<file path="config.mk">
export PLATFORM = sky130hd
export DESIGN_NAME = memctrl_host
export DESIGN_NICKNAME = d
export VERILOG_FILES = /design/src/rtl/memctrl_host.sv
export SDC_FILE = /design/constraint.sdc
export NUM_CORES = 1
export LEC_CHECK = 0
export CAP_MARGIN = 0
export CORE_AREA = 3 3 68 70
export CTS_CLUSTER_DIAMETER = 60
export DETAILED_ROUTE_END_ITERATION = 10
export DIE_AREA = 0 0 71 73
export PLACE_DENSITY_LB_ADDON = 0.1
export SETUP_SLACK_MARGIN = 0.02
export SYNTH_ARGS = -nofsm -noshare
export SYNTH_HDL_FRONTEND = slang
export SYNTH_SLANG_ARGS = --single-unit
</file>
<file path="constraint.sdc">
create_clock -name clk -period 2.9 [get_ports clk]
set_input_delay 0.58 -clock clk [delete_from_list [all_inputs] [get_ports clk]]
set_output_delay 0.58 -clock clk [all_outputs]
set_load 0.02 [all_outputs]
</file>
<file path="src/rtl/memctrl_host.sv">
// memctrl_host: single-outstanding bus initiator that turns a valid/ready
// request into one MEMCTRL command cycle, waits out read latency or write
// recovery, then returns a one-cycle response.
//
// Ports:
//   clk, rstn                      clock (rising edge), async active-low reset
//   req_valid/req_ready            request handshake
//   req_we, req_addr, req_wdata    request payload (1=write)
//   rsp_valid, rsp_wr, rsp_rdata   one-cycle response pulse and payload
//   addr, ce, csb, idata, oeb, web MEMCTRL command pins (all registered)
//   odata                          MEMCTRL read data
module memctrl_host #(
  parameter int unsigned RD_LAT = 1,
  parameter int unsigned WR_GAP = 1,
  parameter int unsigned AW     = 16,
  parameter int unsigned DW     = 8
) (
  input  logic          clk,
  input  logic          rstn,
  input  logic          req_valid,
  output logic          req_ready,
  input  logic          req_we,
  input  logic [AW-1:0] req_addr,
  input  logic [DW-1:0] req_wdata,
  output logic          rsp_valid,
  output logic          rsp_wr,
  output logic [DW-1:0] rsp_rdata,
  output logic [AW-1:0] addr,
  output logic          ce,
  output logic          csb,
  output logic [DW-1:0] idata,
  output logic          oeb,
  output logic          web,
  input  logic [DW-1:0] odata
);

  localparam int unsigned CW = 3;

  typedef enum logic [2:0] {
    INIT = 3'd0,
    IDLE = 3'd1,
    CMD  = 3'd2,
    WAIT = 3'd3,
    RESP = 3'd4
  } state_t;

  state_t          state_q, state_d;
  logic            init_q;
  logic [CW-1:0]   cnt_q, cnt_d;
  logic            lat_we_q, lat_we_d;
  logic [AW-1:0]   lat_addr_q, lat_addr_d;
  logic [DW-1:0]   lat_wdata_q, lat_wdata_d;

  logic            req_ready_d;
  logic            rsp_valid_d;
  logic            rsp_wr_d;
  logic [DW-1:0]   rsp_rdata_d;
  logic [AW-1:0]   addr_d;
  logic            ce_d;
  logic            csb_d;
  logic [DW-1:0]   idata_d;
  logic            oeb_d;
  logic            web_d;

  // State, counter and latched request.
  always_ff @(posedge clk or negedge rstn) begin
    if (!rstn) begin
      state_q     <= INIT;
      init_q      <= 1'b0;
      cnt_q       <= '0;
      lat_we_q    <= 1'b0;
      lat_addr_q  <= '0;
      lat_wdata_q <= '0;
    end else begin
      state_q     <= state_d;
      // Absorbs the partial cycle in which rstn deasserts so INIT spans a full clock.
      init_q      <= 1'b1;
      cnt_q       <= cnt_d;
      lat_we_q    <= lat_we_d;
      lat_addr_q  <= lat_addr_d;
      lat_wdata_q <= lat_wdata_d;
    end
  end

  // Next state, then output values decoded from the state being entered.
  always_comb begin
    state_d     = state_q;
    cnt_d       = cnt_q;
    lat_we_d    = lat_we_q;
    lat_addr_d  = lat_addr_q;
    lat_wdata_d = lat_wdata_q;
    req_ready_d = 1'b0;
    rsp_valid_d = 1'b0;
    rsp_wr_d    = 1'b0;
    rsp_rdata_d = '0;
    addr_d      = addr;
    ce_d        = 1'b0;
    csb_d       = 1'b1;
    idata_d     = '0;
    oeb_d       = 1'b1;
    web_d       = 1'b1;

    unique case (state_q)
      INIT: begin
        if (init_q) state_d = IDLE;
      end
      IDLE: begin
        if (req_valid && req_ready) begin
          lat_we_d    = req_we;
          lat_addr_d  = req_addr;
          lat_wdata_d = req_wdata;
          state_d     = CMD;
        end
      end
      CMD: begin
        state_d = WAIT;
        cnt_d   = lat_we_q ? CW'(WR_GAP - 1) : CW'(RD_LAT - 1);
      end
      WAIT: begin
        if (cnt_q == '0) state_d = RESP;
        else             cnt_d   = cnt_q - CW'(1);
      end
      RESP: begin
        state_d = IDLE;
      end
      default: begin
        state_d = INIT;
      end
    endcase

    unique case (state_d)
      IDLE: begin
        req_ready_d = 1'b1;
      end
      CMD: begin
        ce_d   = 1'b1;
        csb_d  = 1'b0;
        addr_d = lat_addr_d;
        if (lat_we_d) begin
          web_d   = 1'b0;
          idata_d = lat_wdata_d;
        end else begin
          oeb_d = 1'b0;
        end
      end
      RESP: begin
        // Entering RESP is the edge ending cycle CMD+RD_LAT: read data is sampled here.
        rsp_valid_d = 1'b1;
        rsp_wr_d    = lat_we_q;
        rsp_rdata_d = lat_we_q ? '0 : odata;
      end
      default: begin
      end
    endcase
  end

  // Registered outputs; reset forces the bus idle immediately.
  always_ff @(posedge clk or negedge rstn) begin
    if (!rstn) begin
      req_ready <= 1'b0;
      rsp_valid <= 1'b0;
      rsp_wr    <= 1'b0;
      rsp_rdata <= '0;
      addr      <= '0;
      ce        <= 1'b0;
      csb       <= 1'b1;
      idata     <= '0;
      oeb       <= 1'b1;
      web       <= 1'b1;
    end else begin
      req_ready <= req_ready_d;
      rsp_valid <= rsp_valid_d;
      rsp_wr    <= rsp_wr_d;
      rsp_rdata <= rsp_rdata_d;
      addr      <= addr_d;
      ce        <= ce_d;
      csb       <= csb_d;
      idata     <= idata_d;
      oeb       <= oeb_d;
      web       <= web_d;
    end
  end

endmodule

</file>
# Word-level counts from Yosys, hierarchy flattened
# Cells that the tools add are included.
[word_totals]
ff_bits = 71
inputBits = 36
out_inout_bits = 39
wordCells = 55
[op_classes]
n_addsub = 1
eq_ne = 8
mux = 25
n_reduce_logical = 5
[op_table]
columns = ["cell", "count"]
rows = [
  ["8-bit 2-to-1 mux", 6],
  ["16-bit 2-to-1 mux", 2],
  ["3-bit one-hot mux with 5 select lines", 1],
  ["3-bit 2-to-1 mux", 4],
  ["1-bit 2-to-1 mux", 11],
  ["3-bit by 2-bit equality test with 1-bit output (second input constant)", 3],
  ["3-bit by 1-bit equality test with 1-bit output (second input constant)", 2],
  ["3-bit equality test (second input constant)", 2],
  ["3-bit zero test", 2],
  ["3-bit one-hot mux with 2 select lines", 1],
  ["3-bit by 1-bit subtractor with 3-bit output (second input constant)", 1],
  ["2-bit != test (second input constant)", 1],
  ["2-bit AND reduction", 1],
  ["2-bit nonzero test", 1],
  ["1-bit logical AND", 1],
]

# Depth between registers and ports, before layout
# Gate-level depths: netlist (run 1).
[logic_depth]
word_depth = 5
ltp_mapped = 5
mapped_depth_nobuf = 5

# Worst setup path before layout (run 1)
# Ideal clock, no wire load.
[synth_timing]
kind = "input to register"
startpoint = "in req_valid"
endpoint = "reg addr[10]"
setup_ns = 0.125
arrival_time_ns = 1.343
required_ns = 2.775
path_slack_ns = 1.432
stages = 5
n_path_buf = 1
cell_sequence = "nand2_1 nor3_2 inv_2 buf_6 mux2_4"
[synth_between]
elab_chain_cells = 4
word_cells_on_any_way = 6
classes_between = "1 x eq/ne; 4 x mux; 1 x reduce/logical"
[synth_lines]
columns = ["item", "line", "rtl"]
rows = [
  ["start, declared", "20", "input logic req_valid,"],
  ["1-bit logical AND (*)", "108", "if (req_valid && req_ready) begin"],
  ["3-bit 2-to-1 mux", "108", ""],
  ["3-bit one-hot mux with 5 select lines", "103", "unique case (state_q)"],
  ["3-bit by 2-bit equality test with 1-bit output", "131", "unique case (state_d)"],
  ["end signal, assigned", "175", "addr <= addr_d;"],
  ["end, declared", "28", "output logic [AW-1:0] addr,"],
]
# Mark *: on every way between the ends. The rest lies on a longest branch, timed or not.
# A chain may end at the register's enable or synchronous reset.

# Worst setup path after layout (run 1)
[layout_timing]
startpoint = "reg csb"
endpoint = "out csb"
[layout_lines]
columns = ["item", "line", "rtl"]
rows = [
  ["start, declared", "30", "output logic csb,"],
  ["start signal, assigned", "177", "csb <= csb_d;"],
]
# No word-level cell between the ends.

==> results of run 1 <==
## synthesized netlist by cell type
master	count	share of area
mux2i_1	2	0.011
a21o_1	1	0.0043
inv_1	2	0.0043
a2bb2oi_1	1	0.0050
ha_1	2	0.014
clkbuf_1	1	0.0021
and4b_1	1	0.0057
or4bb_1	1	0.0064
and2_1	9	0.032
mux2_4	8	0.068
dfstp_2	3	0.045
inv_2	1	0.0021
dfrtp_1	44	0.63
mux2_2	9	0.058
buf_8	1	0.0086
nand2b_1	4	0.014
and3_1	10	0.036
nand2_1	4	0.0086
buf_4	2	0.0086
nor2b_1	3	0.011
o21ai_0	3	0.0086
nor3_2	1	0.0057
buf_6	1	0.0064
conb_1	1	0.0021
nor2_1	2	0.0043
## per-stage QoR
stage	area, um2	hold slack [ps]	utilization
after floorplan	1750	284	-
after detailed placement	2510	494	0.624
after global routing	2600	525	0.644
after CTS	2600	474	0.644
after global placement	2510	490	0.624
final	2600	439	0.644
## kinds of logic (layout without fill, tap and decap cells)
kind of cell,after synthesis,after routing,share of synthesized area
buffers and inverters,8,86,0.0321
other,1,1,0.00214
adder cells (fa/ha/maj),2,2,0.0143
multiplexers,19,19,0.138
AND/OR/NAND/NOR,35,35,0.123
AO/OA/AOI/OAI,5,5,0.0178
flip-flops,47,47,0.673
## state kept, by name, summed over array words and instances, names as in the netlist
register / cells
rsp_wr: 1
idata: 8
csb: 1
req_ready: 1
init_q: 1
lat_we_q: 1
addr: 16
rsp_valid: 1
web: 1
rsp_rdata: 8
cnt_q: 3
state_q: 3
ce: 1
oeb: 1
## per-layer routing
layer / routed length, um / share of wire
met1: 1310 / 0.39
met2: 1760 / 0.52
met3: 240 / 0.071
met4: 55 / 0.016
met5: 0 / 0
## cell type report
class                      count  area, um2
clock buffer                   7       76.3
tap                           50       62.6
sequential                    47       1180
fill                         320       1430
timing repair buffer          75        743
inverter                       3       11.3
multi-input combinational     62        518
clock inverter                 1       5.00
## path summary, 6_finish.rpt
| check | cells past startpoint | start | endpoint | slack, ps |
|---|---|---|---|---|
| setup / recovery | 1 | csb | csb | 910 |
| hold / removal | 1 | rstn | idata[0] | 440 |
| setup reg to reg | 5 | state_q[0] | addr[1] | 1250 |
| hold reg to reg | 1 | lat_we_q | rsp_wr | 490 |
| max in group asynchronous | 1 | rstn | idata[5] | 1840 |
| min in group clk | 1 | lat_we_q | rsp_wr | 490 |
## cells in the final DEF, fill, tap and decap left out, types with 2 or more instances in the layout
| cell | count |
|---|---|
| nand2b_1 | 4 |
| clkbuf_1 | 2 |
| ha_1 | 2 |
| and2_1 | 9 |
| mux2_2 | 9 |
| nor2b_1 | 3 |
| dfrtp_1 | 44 |
| mux2i_1 | 2 |
| and3_1 | 10 |
| o21ai_0 | 3 |
| mux2_4 | 8 |
| nand2_1 | 4 |
| clkbuf_8 | 5 |
| inv_1 | 2 |
| clkdlybuf4s50_1 | 73 |
| dfstp_2 | 3 |
| nor2_1 | 2 |
## power breakdown
part           internal, mW  switching [mW]
Sequential            0.853           0.108
Combinational         0.532           0.429
Clock                 0.169           0.194
==> impl_metrics.yaml, run 1 <==
placed_design:
  dp_slack_ps: 698
  gp_congestion: 0.750
  io_buffers: 74
  dp.cells: 237
  place_hpwl_um: 2510
logic_synthesis:
  ys_ff_latch: 47
  avgSynthCellArea_um2: 15.0
  yosysUniqueCellTypes: 25
  synth.cell_area_um2: 1750
  yosysSeqAreaShare: 0.673
  postSynthCellCount: 117
  ys_warn_count: 0
  syn_nets: 155
cts:
  htree_levels: 2
  post_cts_resize_count: 0
  clk_pin_slew_ps: 80
  postCtsHoldBufs: 0
  cts.sinks: 47
  cts_made_buffers: 5
  cts_setup_buffers: 0
  clkLatencyLatePin_ps: 290
  cts_tree: "yes"
  clockRootBuffer: "clkbuf_8"
  clockBufferDepth: 2
setup_path:
  crit_fanout: 1
  cp_top_family: "buffers and inverters"
  slowest_stage: "clkdlybuf4s50_1"
  worstPathRequired_ps: 2320
  max_stage_delay_ps: 600
  cp-start-kind: "flop"
  path_cells: "clkdlybuf4s50_1"
  crit_arrival_ps: 1410
  path_class: "flop to primary output"
  cp-end-kind: "primary output"
  worst-path-buf-inv: 1
die:
  initial_core_util: 0.435
  design.portCount: 75
  chipHeight_um: 73
  rows: 23
  dieArea_um2: 5180
  core_area_um2: 4030
  die_w_um: 71
pwr:
  peakVddDrop_mv: 0.427
  p_leak_nw: 1.23
  power_density_nw_per_um2: 880
  total_power_mw: 2.28
sta:
  worstMarginPinSlew_ps: 979
  min_period_ps: 1990
  setup_violations: 0
  hold_viol: 0
  fin_skew_ps: 10.6
  fin_crit_sh: 0.686
  fin_setup_tns_ps: 0
  slew_headroom: 0.347
  setup_slack_ps: 911
  grt_setup_unrepaired: "no"
  fmax_mhz: 503
  slew_violations: 0
outcome:
  status: "complete, no violations"
detailed_routing:
  wl_per_cell_um: 13.8
  vias_per_cell: 4.68
  vias: 1147
  wl_um: 3370
  detail-route-antenna-nets: 0
  first_pass_iters: 4
  drc_errors: 0
  drt-initial-drc-count: 43
finish:
  fin_nets: 232
  finalNonFillerCells: 245
  drive_above_1_share: 0.154
  antenna_cells: 0
  syn2layout_area_growth_pct: 48.0
flow_run:
  cap_violations: 0
global_routing:
  grt_first_pass_wirelength_um: 5710
  grt_use_met2: 0.239
  groute.usage.overall: 0.145
  gr-total-overflow: 0
  grtUsageMet3: 0.0510
  grtUsageMet1: 0.177
  antenna_found_initial: 0
  grt_max_degree: 48
  gr-max-usage-layer: "met2"
  grt_pass1_vias: 1175
worst_hold_path:
  min_path_type: "primary input to async pin"
Power figures use the tool's default switching activity.
==> inputs of run 2 (changes only) <==
CORE_AREA = 3 3 74 76   (was 3 3 68 70)
DIE_AREA = 0 0 77 79   (was 0 0 71 73)
clock period = 1.6 ns   (was 2.9 ns; I/O delays follow)
==> impl_metrics.yaml, run 2 (same netlist as run 1, synthesis figures left out) <==
sta:
  fin_crit_sh: 0.959
  setup_slack_ps: 65.2
  fin_skew_ps: 3.84
  fin_setup_tns_ps: 0
  setup_violations: 0
  hold-worst-slack_ps: 503
  hold_viol: 0
  fmax_mhz: 652
  min_period_ps: 1530
  slew_violations: 0
setup_path:
  r2r-start: "state_q[2]"
  crit_fanout: 1
  crit_arrival_ps: 1210
  max_stage_delay_ps: 600
  path_class: "flop to primary output"
  path_cells: "clkdlybuf4s50_1"
  cp_top_family: "buffers and inverters"
  cp-start-kind: "flop"
  cp-end-kind: "primary output"
  slowest_stage: "clkdlybuf4s50_1"
  worst-path-buf-inv: 1
  regToRegSetupSlack_ps: 130
  ff2ff_path_depth: 4
  rr_endpoint: "addr[13]"
  worstPathRequired_ps: 1280
placed_design:
  dpl-instance-area_um2: 2570
  gp_congestion: 0.761
  dp_slack_ps: -147
  dp.cells: 257
  io_buffers: 74
  place_hpwl_um: 2810
cts:
  cts_made_buffers: 5
  cts_setup_buffers: 0
  clockBufferDepth: 2
  clkLatencyLatePin_ps: 290
  cts_tree: "yes"
  clockRootBuffer: "clkbuf_8"
  clk_pin_slew_ps: 80
  cts.sinks: 47
  htree_levels: 2
finish:
  largest_reg_flops: 16
  num-fill-cells: 433
  finalInstanceArea_um2: 2690
  final_common_cell: "dfrtp_1"
  largest_register: "addr"
  post-route-util: 0.562
  finalNonFillerCells: 266
  fin_nets: 236
  drive_above_1_share: 0.171
  layout_common_cells: "44 x dfrtp_1, 38 x clkdlybuf4s50_1, 18 x dlymetal6s2s_1"
  antenna_cells: 0
  syn2layout_area_growth_pct: 53.2
  reg_top3: "addr: 16 flops, idata: 8 flops, rsp_rdata: 8 flops"
detailed_routing:
  vias_per_cell: 4.36
  detail-route-antenna-nets: 0
  drt-initial-drc-count: 54
  first_pass_iters: 4
  wl_per_cell_um: 14.1
  vias: 1159
  wl_um: 3740
  drc_errors: 0
pwr:
  p_sw_frac: 0.334
  p_switching_mw: 1.35
  seqPwrFrac: 0.424
  power_density_nw_per_um2: 1510
  total_power_mw: 4.05
  p_comb_frac: 0.411
  p_leak_nw: 1.57
  peakVddDrop_mv: 0.566
  p_int_mw: 2.69
  clkPwrFrac: 0.166
outcome:
  status: "complete, no violations"
global_routing:
  grt_first_pass_wirelength_um: 6110
  grt_pass1_vias: 1230
  grt_max_degree: 29
  antenna_found_initial: 0
  groute.usage.overall: 0.128
  gr-total-overflow: 0
die:
  rows: 25
  chipHeight_um: 79
  design.portCount: 75
  core_area_um2: 4790
  dieArea_um2: 6080
  initial_core_util: 0.367
  die_w_um: 77
worst_hold_path:
  min_to: "addr[2]"
  min-delay-start: "addr[2]"
  hold_depth: 1
  min_path_type: "flop to flop"
flow_run:
  cap_violations: 0
## run 2: cell count changes in the layout (fill, tap and decap cells not counted), sizes merged
cell	change
clkdlybuf4s50	-35
dlygate4sd3	+1
buf	+3
dlygate4sd2	+17
dlymetal6s2s	+18
## run 2: area by class of cell
type / count / area (um2) / area share
sequential: 47 / 1180 / 0.439
timing repair buffer: 79 / 812 / 0.302
multi-input combinational: 62 / 519 / 0.193
tap: 67 / 83.8 / 0.0312
clock buffer: 7 / 76.3 / 0.0284
inverter: 3 / 11.3 / 0.00419
clock inverter: 1 / 5.00 / 0.00186
## run 2: repair_timing
| action | 4_1_cts | 5_1_grt |
|---|---|---|
| hold buffers | 1 | 0 |
| setup endpoints to repair | 17 | 26 |
| resized for setup | 17 | 19 |
| cloned | 0 | 0 |
| hold endpoints to repair | 17 | 0 |
## run 2: worst max path at each step
| stage | start | end | slack (ps) | cells after the start |
|---|---|---|---|---|
| 6_report | idata[6] | idata[6] | 70 | 1 |
| 3_5_place_dp | req_valid | addr[15] | -150 | 5 |
| 5_1_grt | rsp_rdata[3] | rsp_rdata[3] | -2 | 1 |
| 4_1_cts | addr[1] | addr[1] | 20 | 1 |
| 3_3_place_gp | req_valid | addr[15] | -100 | 5 |
| 2_1_floorplan | state_q[2] | addr[10] | 210 | 5 |
## run 2: layer usage
layer	GRT usage	up-vias	routed length (um)
li1	-	549	-
met1	0.147	561	1560
met2	0.216	47	1870
met3	0.0488	2	283
met4	0.0534	0	21
met5	0	-	0
## run 2: power groups by stage
stage / Combinational [mW] / Sequential [mW] / Clock (mW)
after detailed placement: 1.84 / 1.75 / 0
after CTS: 1.70 / 1.72 / 0.714
after global routing: 1.79 / 1.76 / 0.765
after global placement: 1.78 / 1.74 / 0
final: 1.66 / 1.71 / 0.670
after floorplan: 0.684 / 2.08 / 0
==> inputs of run 3 (changes only) <==
CORE_AREA = 3 3 88 65   (was 3 3 74 76)
DIE_AREA = 0 0 91 68   (was 0 0 77 79)
==> impl_metrics.yaml, run 3 (same netlist as run 1, synthesis figures left out) <==
detailed_routing:
  first_pass_iters: 4
  drc_errors: 0
  detail-route-antenna-nets: 0
  wl_um: 3720
  vias_per_cell: 4.41
  vias: 1192
  drt-initial-drc-count: 19
  wl_per_cell_um: 13.8
sta:
  hold_viol: 0
  slew_violations: 0
  fin_skew_ps: 10.6
  setup_violations: 0
  fmax_mhz: 648
  hold-worst-slack_ps: 417
  fin_setup_tns_ps: 0
  setup_slack_ps: 56.0
  fin_crit_sh: 0.965
  min_period_ps: 1540
  grt_setup_unrepaired: "no"
die:
  chipHeight_um: 68
  initial_core_util: 0.363
  die_w_um: 91
  dieArea_um2: 6190
  rows: 21
  design.portCount: 75
  core_area_um2: 4830
global_routing:
  grt_first_pass_wirelength_um: 6150
  antenna_found_initial: 0
  groute.usage.overall: 0.129
  grt_pass1_vias: 1242
  gr-total-overflow: 0
  grt_max_degree: 18
cts:
  clkLatencyLatePin_ps: 290
  cts.sinks: 47
  htree_levels: 2
  clockBufferDepth: 2
  clockRootBuffer: "clkbuf_8"
  clk_pin_slew_ps: 90
  cts_setup_buffers: 0
  cts_made_buffers: 5
  cts_tree: "yes"
setup_path:
  cp-start-kind: "flop"
  slowest_stage: "clkdlybuf4s50_1"
  crit_arrival_ps: 1220
  r2r-start: "state_q[2]"
  path_class: "flop to primary output"
  cp_top_family: "buffers and inverters"
  regToRegSetupSlack_ps: 130
  max_stage_delay_ps: 590
  worstPathRequired_ps: 1280
  path_cells: "clkdlybuf4s50_1"
  crit_fanout: 1
  rr_endpoint: "addr[9]"
  worst-path-buf-inv: 1
  cp-end-kind: "primary output"
  ff2ff_path_depth: 4
placed_design:
  dp.cells: 261
  io_buffers: 74
  place_hpwl_um: 2760
  dpl-instance-area_um2: 2580
  gp_congestion: 0.724
  dp_slack_ps: -159
finish:
  largest_reg_flops: 16
  syn2layout_area_growth_pct: 54.3
  fin_nets: 238
  finalInstanceArea_um2: 2710
  final_common_cell: "dfrtp_1"
  largest_register: "addr"
  reg_top3: "addr: 16 flops, idata: 8 flops, rsp_rdata: 8 flops"
  layout_common_cells: "44 x dfrtp_1, 37 x clkdlybuf4s50_1, 20 x dlygate4sd2_1"
  finalNonFillerCells: 270
  drive_above_1_share: 0.184
  post-route-util: 0.560
  antenna_cells: 0
outcome:
  status: "complete, no violations"
pwr:
  p_leak_nw: 1.57
  total_power_mw: 4.10
  power_density_nw_per_um2: 1510
  peakVddDrop_mv: 0.694
flow_run:
  cap_violations: 0
worst_hold_path:
  min_path_type: "primary input to async pin"
## run 3: area by class of cell
type	count	area (um2)
Clock buffer	7	86.3
Clock inverter	1	8.76
Fill cell	430	2130
Inverter	3	13.8
Multi-Input combinational cell	62	526
Sequential cell	47	1180
Tap cell	69	86.3
Timing Repair Buffer	81	806
## run 3: what timing repair did
| action | 4_1_cts | 5_1_grt |
|---|---|---|
| endpoints found under the hold margin | 6 | 0 |
| gates resized for setup | 20 | 20 |
| hold buffers | 1 | 0 |
| endpoints found under the setup margin | 20 | 39 |
## run 3: worst max-delay path by stage
stage | startpoint | endpoint | slack [ps] | cells after the start
after global placement | req_valid | addr[3] | -110 | 5
final | rsp_rdata[5] | rsp_rdata[5] | 60 | 1
after detailed placement | req_valid | addr[4] | -160 | 5
after global routing | rsp_rdata[5] | rsp_rdata[5] | 20 | 1
after floorplan | state_q[2] | addr[10] | 210 | 5
after CTS | rsp_valid | rsp_valid | 20 | 1
## run 3: report_power, final
group / internal (mW) / switching, mW / total [mW] / leakage [nW]
combinational: 0.828 / 0.803 / 1.63 / 0.921
clock: 0.354 / 0.384 / 0.738 / 0.0484
sequential: 1.54 / 0.183 / 1.73 / 0.599
## run 3: layer usage
layer  routed length, um  vias up  global-route usage
met1                1650      592               0.154
met2                1760       42               0.215
met3                 271        5              0.0473
met5                   0        -                   0
met4                  39        0              0.0508
li1                    -      553                   -
